===== config.mk =====
export PLATFORM = sky130hd
export DESIGN_NAME = mem_1_access
export DESIGN_NICKNAME = d
export VERILOG_FILES = /design/src/rtl/mem_pkg.sv /design/src/rtl/mem_1_timeout_ctr.sv /design/src/rtl/mem_1_access.sv
export SDC_FILE = /design/constraint.sdc
export NUM_CORES = 1
export LEC_CHECK = 0
export ABC_AREA = 1
export ABC_CLOCK_PERIOD_IN_PS = 1230
export CAP_MARGIN = 20
export CORE_MARGIN = 2
export CORE_UTILIZATION = 41
export DETAILED_ROUTE_END_ITERATION = 16
export GPL_ROUTABILITY_DRIVEN = 0
export GPL_TIMING_DRIVEN = 0
export HOLD_SLACK_MARGIN = 0.06
export PLACE_DENSITY = 0.86
export SKIP_CTS_REPAIR_TIMING = 1
export SYNTH_ARGS = -nofsm -noshare
export SYNTH_HDL_FRONTEND = slang
export SYNTH_SLANG_ARGS = --single-unit
export TNS_END_PERCENT = 30

===== constraint.sdc =====
create_clock -name clock -period 1.23 [get_ports clock]
set_input_delay 0.369 -clock clock [delete_from_list [all_inputs] [get_ports clock]]
set_output_delay 0.369 -clock clock [all_outputs]
set_load 0.03 [all_outputs]

===== src/rtl/mem_pkg.sv =====
// ---------------------------------------------------------------------------
// mem_pkg
// Shared definitions for the memory pipeline stages.
//   - mem1_state_e   : access-stage FSM states (IDLE, WAIT)
//   - ADDR_W_DEF     : default data address width
//   - DATA_W_DEF     : default data word width
//   - REG_IDX_W      : register index width
//   - wb_ctrl_t      : control part of the writeback bundle
//   - WB_CTRL_BUBBLE : writeback control bubble (everything low)
// ---------------------------------------------------------------------------
package mem_pkg;

    localparam int ADDR_W_DEF = 32;
    localparam int DATA_W_DEF = 32;
    localparam int REG_IDX_W  = 5;

    typedef enum logic {
        IDLE = 1'b0,
        WAIT = 1'b1
    } mem1_state_e;

    // The data word is carried separately so its width can follow DATA_W.
    typedef struct packed {
        logic                 oper;
        logic                 writereg;
        logic [REG_IDX_W-1:0] regdest;
        logic                 fault;
    } wb_ctrl_t;

    localparam wb_ctrl_t WB_CTRL_BUBBLE = '0;

endpackage


===== src/rtl/mem_1_timeout_ctr.sv =====
// ---------------------------------------------------------------------------
// mem_1_timeout_ctr
// Counts WAIT cycles that pass without an acknowledge and flags expiry.
// Ports:
//   clock    in   clock
//   reset    in   asynchronous active-low reset
//   load_i   in   clear the count (access being issued)
//   inc_i    in   one more WAIT cycle without ack
//   expire_o out  this WAIT cycle is the last one allowed
// ---------------------------------------------------------------------------
module mem_1_timeout_ctr #(
    parameter int TIMEOUT_CYCLES = 16
) (
    input  logic clock,
    input  logic reset,
    input  logic load_i,
    input  logic inc_i,
    output logic expire_o
);

    localparam int CNT_W = (TIMEOUT_CYCLES > 1) ? $clog2(TIMEOUT_CYCLES) : 1;

    logic [CNT_W-1:0] cnt_q;

    always_ff @(posedge clock or negedge reset) begin
        if (!reset) begin
            cnt_q <= '0;
        end else if (load_i) begin
            cnt_q <= '0;
        end else if (inc_i) begin
            cnt_q <= cnt_q + 1'b1;
        end
    end

    assign expire_o = inc_i && (cnt_q == CNT_W'(TIMEOUT_CYCLES - 1));

endmodule


===== src/rtl/mem_1_access.sv =====
// ---------------------------------------------------------------------------
// mem_1_access
// Second memory stage: performs the data-memory access over a req/ack
// handshake, stalls the address stage while an access is outstanding and
// presents a registered writeback bundle. Non-memory ops pass through with
// one cycle of latency; misaligned memory ops complete at once with a fault.
// Optional feature macro: MEM1_TIMEOUT_EN (abandon an access after
// TIMEOUT_CYCLES WAIT cycles without ack, completing with a fault).
// Ports:
//   clock, reset        clock and asynchronous active-low reset
//   m0_m1_*             operation bundle from the address stage
//   m1_stall            upstream must hold its bundle while high
//   dmem_*              data memory request/ack interface
//   m1_wb_*, m1_fault   registered writeback bundle to the WB stage
// ---------------------------------------------------------------------------
module mem_1_access
    import mem_pkg::*;
#(
    parameter int ADDR_W         = ADDR_W_DEF,
    parameter int DATA_W         = DATA_W_DEF,
    parameter int TIMEOUT_CYCLES = 16
) (
    input  logic                 clock,
    input  logic                 reset,
    input  logic                 m0_m1_oper,
    input  logic                 m0_m1_readmem,
    input  logic                 m0_m1_writemem,
    input  logic [ADDR_W-1:0]    m0_m1_data_addr,
    input  logic [DATA_W-1:0]    m0_m1_regb,
    input  logic [REG_IDX_W-1:0] m0_m1_regdest,
    input  logic                 m0_m1_writereg,
    output logic                 m1_stall,
    output logic                 dmem_req,
    output logic                 dmem_we,
    output logic [ADDR_W-1:0]    dmem_addr,
    output logic [DATA_W-1:0]    dmem_wdata,
    input  logic [DATA_W-1:0]    dmem_rdata,
    input  logic                 dmem_ack,
    output logic                 m1_wb_oper,
    output logic                 m1_wb_writereg,
    output logic [REG_IDX_W-1:0] m1_wb_regdest,
    output logic [DATA_W-1:0]    m1_wb_data,
    output logic                 m1_fault
);

    if (TIMEOUT_CYCLES < 1) begin : gen_bad_timeout
        $error("TIMEOUT_CYCLES must be at least 1");
    end

    mem1_state_e          state_q, state_d;
    logic                 req_q, req_d;
    logic                 we_q, we_d;
    logic [ADDR_W-1:0]    addr_q, addr_d;
    logic [DATA_W-1:0]    wdata_q, wdata_d;
    logic [REG_IDX_W-1:0] regdest_q, regdest_d;
    logic                 writereg_q, writereg_d;
    logic                 load_q, load_d;
    wb_ctrl_t             wb_ctrl_q, wb_ctrl_d;
    logic [DATA_W-1:0]    wb_data_q, wb_data_d;
    logic                 tmo_expire;

    logic mem_op;
    logic aligned;
    assign mem_op  = m0_m1_readmem | m0_m1_writemem;
    assign aligned = (m0_m1_data_addr[1:0] == 2'b00);

`ifdef MEM1_TIMEOUT_EN
    logic tmo_load;
    logic tmo_inc;

    // Restart the count whenever an access is issued; count only unacked WAIT cycles.
    assign tmo_load = (state_q == IDLE) && m0_m1_oper && mem_op && aligned;
    assign tmo_inc  = (state_q == WAIT) && !dmem_ack;

    mem_1_timeout_ctr #(
        .TIMEOUT_CYCLES(TIMEOUT_CYCLES)
    ) u_timeout_ctr (
        .clock   (clock),
        .reset   (reset),
        .load_i  (tmo_load),
        .inc_i   (tmo_inc),
        .expire_o(tmo_expire)
    );
`else
    assign tmo_expire = 1'b0;
`endif

    // State, held request fields and the registered writeback bundle.
    // The asynchronous reset drops dmem_req at once, abandoning any access.
    always_ff @(posedge clock or negedge reset) begin
        if (!reset) begin
            state_q    <= IDLE;
            req_q      <= 1'b0;
            we_q       <= 1'b0;
            addr_q     <= '0;
            wdata_q    <= '0;
            regdest_q  <= '0;
            writereg_q <= 1'b0;
            load_q     <= 1'b0;
            wb_ctrl_q  <= WB_CTRL_BUBBLE;
            wb_data_q  <= '0;
        end else begin
            state_q    <= state_d;
            req_q      <= req_d;
            we_q       <= we_d;
            addr_q     <= addr_d;
            wdata_q    <= wdata_d;
            regdest_q  <= regdest_d;
            writereg_q <= writereg_d;
            load_q     <= load_d;
            wb_ctrl_q  <= wb_ctrl_d;
            wb_data_q  <= wb_data_d;
        end
    end

    // Next state. The writeback bundle defaults to a bubble so that each op
    // produces exactly one single-cycle pulse. Inputs are ignored in WAIT and
    // the ack wins over a simultaneous timeout expiry.
    always_comb begin
        state_d    = state_q;
        req_d      = req_q;
        we_d       = we_q;
        addr_d     = addr_q;
        wdata_d    = wdata_q;
        regdest_d  = regdest_q;
        writereg_d = writereg_q;
        load_d     = load_q;
        wb_ctrl_d  = WB_CTRL_BUBBLE;
        wb_data_d  = '0;

        case (state_q)
            IDLE: begin
                if (m0_m1_oper) begin
                    if (!mem_op) begin
                        wb_ctrl_d.oper     = 1'b1;
                        wb_ctrl_d.writereg = m0_m1_writereg;
                        wb_ctrl_d.regdest  = m0_m1_regdest;
                        wb_data_d          = m0_m1_regb;
                    end else if (!aligned) begin
                        wb_ctrl_d.oper    = 1'b1;
                        wb_ctrl_d.regdest = m0_m1_regdest;
                        wb_ctrl_d.fault   = 1'b1;
                    end else begin
                        state_d    = WAIT;
                        req_d      = 1'b1;
                        we_d       = m0_m1_writemem;
                        addr_d     = m0_m1_data_addr;
                        wdata_d    = m0_m1_regb;
                        regdest_d  = m0_m1_regdest;
                        writereg_d = m0_m1_writereg;
                        load_d     = m0_m1_readmem & ~m0_m1_writemem;
                    end
                end
            end
            WAIT: begin
                if (dmem_ack) begin
                    state_d           = IDLE;
                    req_d             = 1'b0;
                    wb_ctrl_d.oper    = 1'b1;
                    wb_ctrl_d.regdest = regdest_q;
                    if (load_q) begin
                        wb_ctrl_d.writereg = writereg_q;
                        wb_data_d          = dmem_rdata;
                    end
                end else if (tmo_expire) begin
                    state_d           = IDLE;
                    req_d             = 1'b0;
                    wb_ctrl_d.oper    = 1'b1;
                    wb_ctrl_d.regdest = regdest_q;
                    wb_ctrl_d.fault   = 1'b1;
                end
            end
            default: begin
                state_d = IDLE;
                req_d   = 1'b0;
            end
        endcase
    end

    assign m1_stall       = (state_q == WAIT);
    assign dmem_req       = req_q;
    assign dmem_we        = we_q;
    assign dmem_addr      = addr_q;
    assign dmem_wdata     = wdata_q;
    assign m1_wb_oper     = wb_ctrl_q.oper;
    assign m1_wb_writereg = wb_ctrl_q.writereg;
    assign m1_wb_regdest  = wb_ctrl_q.regdest;
    assign m1_wb_data     = wb_data_q;
    assign m1_fault       = wb_ctrl_q.fault;

endmodule

==> report_table.html <==
<table>
<tr><th>Metric</th><th>Value</th></tr>
<tr><th colspan="2">Run status</th></tr>
<tr><td>Outcome</td><td>finished with violations</td></tr>
<tr><td>Violations in the final reports</td><td>setup timing</td></tr>
<tr><th colspan="2">Finish</th></tr>
<tr><td>Commonest non-fill, non-tap cell in the layout</td><td>sky130_fd_sc_hd__nand2_1</td></tr>
<tr><td>Final Core Density</td><td>a little under three quarters</td></tr>
<tr><td>Commonest cells after routing, fill and taps aside</td><td>sky130_fd_sc_hd__nand2_1 (223), sky130_fd_sc_hd__dfrtp_1 (113), sky130_fd_sc_hd__clkdlybuf4s50_1 (103), sky130_fd_sc_hd__buf_6 (79), sky130_fd_sc_hd__nand4_1 (70)</td></tr>
<tr><td>Area overhead of the layout relative to synthesis</td><td>69.7%</td></tr>
<tr><td>Fraction of layout cells with a size suffix above 1</td><td>28.8%</td></tr>
<tr><td>Area of the multi-input gates</td><td>1550 um^2</td></tr>
<tr><td>Number of antenna cells inserted</td><td>0</td></tr>
<tr><td>Number of filler cells placed in the layout</td><td>between 800 and 900</td></tr>
<tr><td>Final nets</td><td>882</td></tr>
<tr><td>FF+latch area</td><td>approximately 2900 um^2</td></tr>
<tr><th colspan="2">Yosys</th></tr>
<tr><td>Cells taking the most area after synthesis</td><td>sky130_fd_sc_hd__dfrtp_1 (62%), sky130_fd_sc_hd__nand2_1 (18%), sky130_fd_sc_hd__nand4_1 (9.5%), sky130_fd_sc_hd__nand3_1 (4.2%), sky130_fd_sc_hd__buf_2 (2.1%)</td></tr>
<tr><td>Cells after synthesis</td><td>roughly 500</td></tr>
<tr><td>Number of distinct library cells after synthesis</td><td>15</td></tr>
<tr><td>Top cell type's share of synthesized area</td><td>slightly above 60%</td></tr>
<tr><td>Sequential-to-total area share from yosys stat</td><td>between 60% and 70%</td></tr>
<tr><td>Register bit total from synthesis</td><td>114</td></tr>
<tr><td>Post-Syn Area per Cell</td><td>a little over 9 um^2</td></tr>
<tr><td>Dominant cell type by area after synthesis</td><td>sky130_fd_sc_hd__dfrtp_1</td></tr>
<tr><td>Nets in the synthesized netlist</td><td>just over 600</td></tr>
<tr><td>Yosys Warn Count</td><td>0</td></tr>
<tr><td>Mapped cell area</td><td>roughly 4600 um^2</td></tr>
<tr><th colspan="2">Worst setup path</th></tr>
<tr><td>Required time reported for the critical path endpoint</td><td>around 860 ps</td></tr>
<tr><td>Cell-by-cell trace of the critical path</td><td>buf_6</td></tr>
<tr><td>Maximum single-stage delay on the critical path</td><td>~440 ps</td></tr>
<tr><td>Cell with the biggest individual delay on the critical path</td><td>sky130_fd_sc_hd__dfrtp_2</td></tr>
<tr><td>Critical path start-end classification</td><td>reg2out</td></tr>
<tr><td>Number of buffers and inverters on the critical path</td><td>1</td></tr>
<tr><td>Critical Path AT</td><td>1000 ps</td></tr>
<tr><td>Critical path's top delay family</td><td>flip-flops</td></tr>
<tr><td>Maximum fanout along the worst path</td><td>4</td></tr>
<tr><td>Critical Path Sink Type</td><td>output port</td></tr>
<tr><td>Crit path launch type</td><td>flip-flop</td></tr>
<tr><td>Setup slack, reg-to-reg</td><td>-30 ps</td></tr>
<tr><th colspan="2">Floorplanning</th></tr>
<tr><td>Die extent in y</td><td>110 um</td></tr>
<tr><td>Die width</td><td>about 110 um</td></tr>
<tr><td>Effective utilization at floorplan</td><td>between 40% and 50%</td></tr>
<tr><td>Core area</td><td>roughly 11000 um^2</td></tr>
<tr><td>Area enclosed by the die boundary</td><td>approximately 12000 um^2</td></tr>
<tr><td>IO Pins</td><td>between 200 and 250</td></tr>
<tr><td>Row count</td><td>38</td></tr>
<tr><th colspan="2">GRT</th></tr>
<tr><td>Number of antenna violations at the first check in global routing</td><td>0</td></tr>
<tr><td>Final global-route overflow total</td><td>0</td></tr>
<tr><td>Fraction of met1 tracks used by global routing</td><td>between 30% and 40%</td></tr>
<tr><td>Global routing usage on met3</td><td>under 10%</td></tr>
<tr><td>First-pass GRT wire length</td><td>about 23000 um</td></tr>
<tr><td>Vias in the first global route</td><td>4593</td></tr>
<tr><td>Total track usage</td><td>between 20% and 30%</td></tr>
<tr><td>Largest net degree at the start of global routing</td><td>61</td></tr>
<tr><td>Met2 usage</td><td>between 40% and 50%</td></tr>
<tr><td>Most Used Layer, Global Route</td><td>met2</td></tr>
<tr><th colspan="2">Routing</th></tr>
<tr><td>Via density per instance</td><td>5.10</td></tr>
<tr><td>Vias post-DR</td><td>4727</td></tr>
<tr><td>Total wire length</td><td>~16000 um</td></tr>
<tr><td>Post-route antenna net violation count</td><td>0</td></tr>
<tr><td>Detailed-router iteration count before antenna repair</td><td>7</td></tr>
<tr><td>Iteration-0 DRC count of the detailed router</td><td>between 200 and 300</td></tr>
<tr><td>DR WL/cell</td><td>16.9 um</td></tr>
<tr><td>Detailed-route DRC error count</td><td>0</td></tr>
<tr><th colspan="2">Clock network</th></tr>
<tr><td>Clock-pin slew on the worst setup and hold paths</td><td>about 50 ps</td></tr>
<tr><td>Clock sinks</td><td>between 100 and 150</td></tr>
<tr><td>Depth of the CTS H-tree</td><td>4</td></tr>
<tr><td>TritonCTS clock tree</td><td>yes</td></tr>
<tr><td>Clock root cell</td><td>sky130_fd_sc_hd__clkbuf_16</td></tr>
<tr><td>Max clock buf depth</td><td>2</td></tr>
<tr><td>Clock insertion delay at the later pin of the skew report</td><td>about 400 ps</td></tr>
<tr><td>TritonCTS buffer count</td><td>17</td></tr>
<tr><th colspan="2">STA</th></tr>
<tr><td>Final WS setup</td><td>-135 ps</td></tr>
<tr><td>Max-slew violation count</td><td>0</td></tr>
<tr><td>Clock Skew</td><td>just under 9 ps</td></tr>
<tr><td>Highest clock rate</td><td>732 MHz</td></tr>
<tr><td>Final number of setup-violating endpoints</td><td>between 150 and 200</td></tr>
<tr><td>Final worst-path cycle share</td><td>111%</td></tr>
<tr><td>Unrepaired setup endpoints after global routing</td><td>yes</td></tr>
<tr><td>Final min period</td><td>between 1000 and 1500 ps</td></tr>
<tr><td>Headroom to the max-slew limit</td><td>51.2%</td></tr>
<tr><td>Final Hold Fails</td><td>0</td></tr>
<tr><td>Min Hold Slack</td><td>~33 ps</td></tr>
<tr><td>Worst-margin pin slew</td><td>around 730 ps</td></tr>
<tr><th colspan="2">Power and ir drop</th></tr>
<tr><td>Post-layout power</td><td>about 0.013 W</td></tr>
<tr><td>Worst VDD drop</td><td>1070 uV</td></tr>
<tr><td>Total leakage power</td><td>between 4 and 5 nW</td></tr>
<tr><td>Ratio of total power to cell area</td><td>1680 nW/um^2</td></tr>
<tr><th colspan="2">Placed design</th></tr>
<tr><td>Post-placement setup slack</td><td>-741 ps</td></tr>
<tr><td>Port buffer count</td><td>approximately 210</td></tr>
<tr><td>Detailed-placement wirelength estimate</td><td>between 10000 and 15000 um</td></tr>
<tr><th colspan="2">Run</th></tr>
<tr><td>Max-capacitance violation count</td><td>0</td></tr>
<tr><th colspan="2">Min path</th></tr>
<tr><td>Worst Hold Class</td><td>in2async</td></tr>
</table>
[metrics by stage]
step,area (um^2),instances,TNS [ps]
final,7850,926,-11810
after global routing,7850,926,-19700
after CTS,7520,889,-92320
after detailed placement,6970,858,-90870
after global placement,6950,857,-593630
after floorplan,4630,503,0
[path summary, 6_finish.rpt]
kind,start,endpoint,cells after the start
worst min-delay path,reset,dmem_wdata[15],1
min in group clock,m0_m1_writemem,dmem_we,3
worst max-delay path,m1_stall,m1_stall,1
worst min register to register,dmem_wdata[29],dmem_wdata[29],2
max in group asynchronous,reset,dmem_we,2
worst max register to register,m1_stall,dmem_wdata[9],6
[flip-flops by register name, indices dropped and copies added, names as in the netlist, 5 cells and up]
name           cells
dmem_addr         32
dmem_wdata        32
m1_wb_data        32
m1_wb_regdest      5
regdest_q          5
[synth_stat cells]
cell	n
sky130_fd_sc_hd__clkbuf_1	7
sky130_fd_sc_hd__o21ai_1	1
sky130_fd_sc_hd__dfrtp_1	114
sky130_fd_sc_hd__nand3_1	39
sky130_fd_sc_hd__nand2_1	225
sky130_fd_sc_hd__nor2_1	2
sky130_fd_sc_hd__buf_2	19
sky130_fd_sc_hd__buf_6	7
sky130_fd_sc_hd__nor2_4	1
sky130_fd_sc_hd__nor2_2	1
sky130_fd_sc_hd__inv_1	6
sky130_fd_sc_hd__inv_2	3
sky130_fd_sc_hd__nand2_2	1
sky130_fd_sc_hd__nand4_1	70
sky130_fd_sc_hd__buf_1	7
[per-layer routing]
metal  up-vias  part of all wire, %
met5         -                    0
li1       2209                    -
met2       213                   51
met3        31                  7.8
met4         0                  2.1
met1      2274                   39
[cells by family (layout without fill, tap and decap cells)]
kind of cell,Yosys count,count (layout),synth area share [%]
buf+inv,49,332,5.62
simple gates,339,339,32.6
flops,114,114,61.7
compound gates,1,1,0.108
[power by group]
part | total (W) | switching [W] | internal [W]
sequential | 0.00473 | 0.000399 | 0.00433
clock | 0.00456 | 0.00160 | 0.00296
combinational | 0.00391 | 0.00212 | 0.00178
[area by class of cell]
cell class	instances	share of cell area, %
Clock buffer	25	6.31
Timing Repair Buffer	252	30.0
Inverter	9	0.462
Sequential cell	114	36.4
Multi-Input combinational cell	340	19.7
Clock inverter	6	0.701
Tap cell	140	2.23
Buffer	40	4.25
No activity file was read; power rests on OpenSTA's default activity.
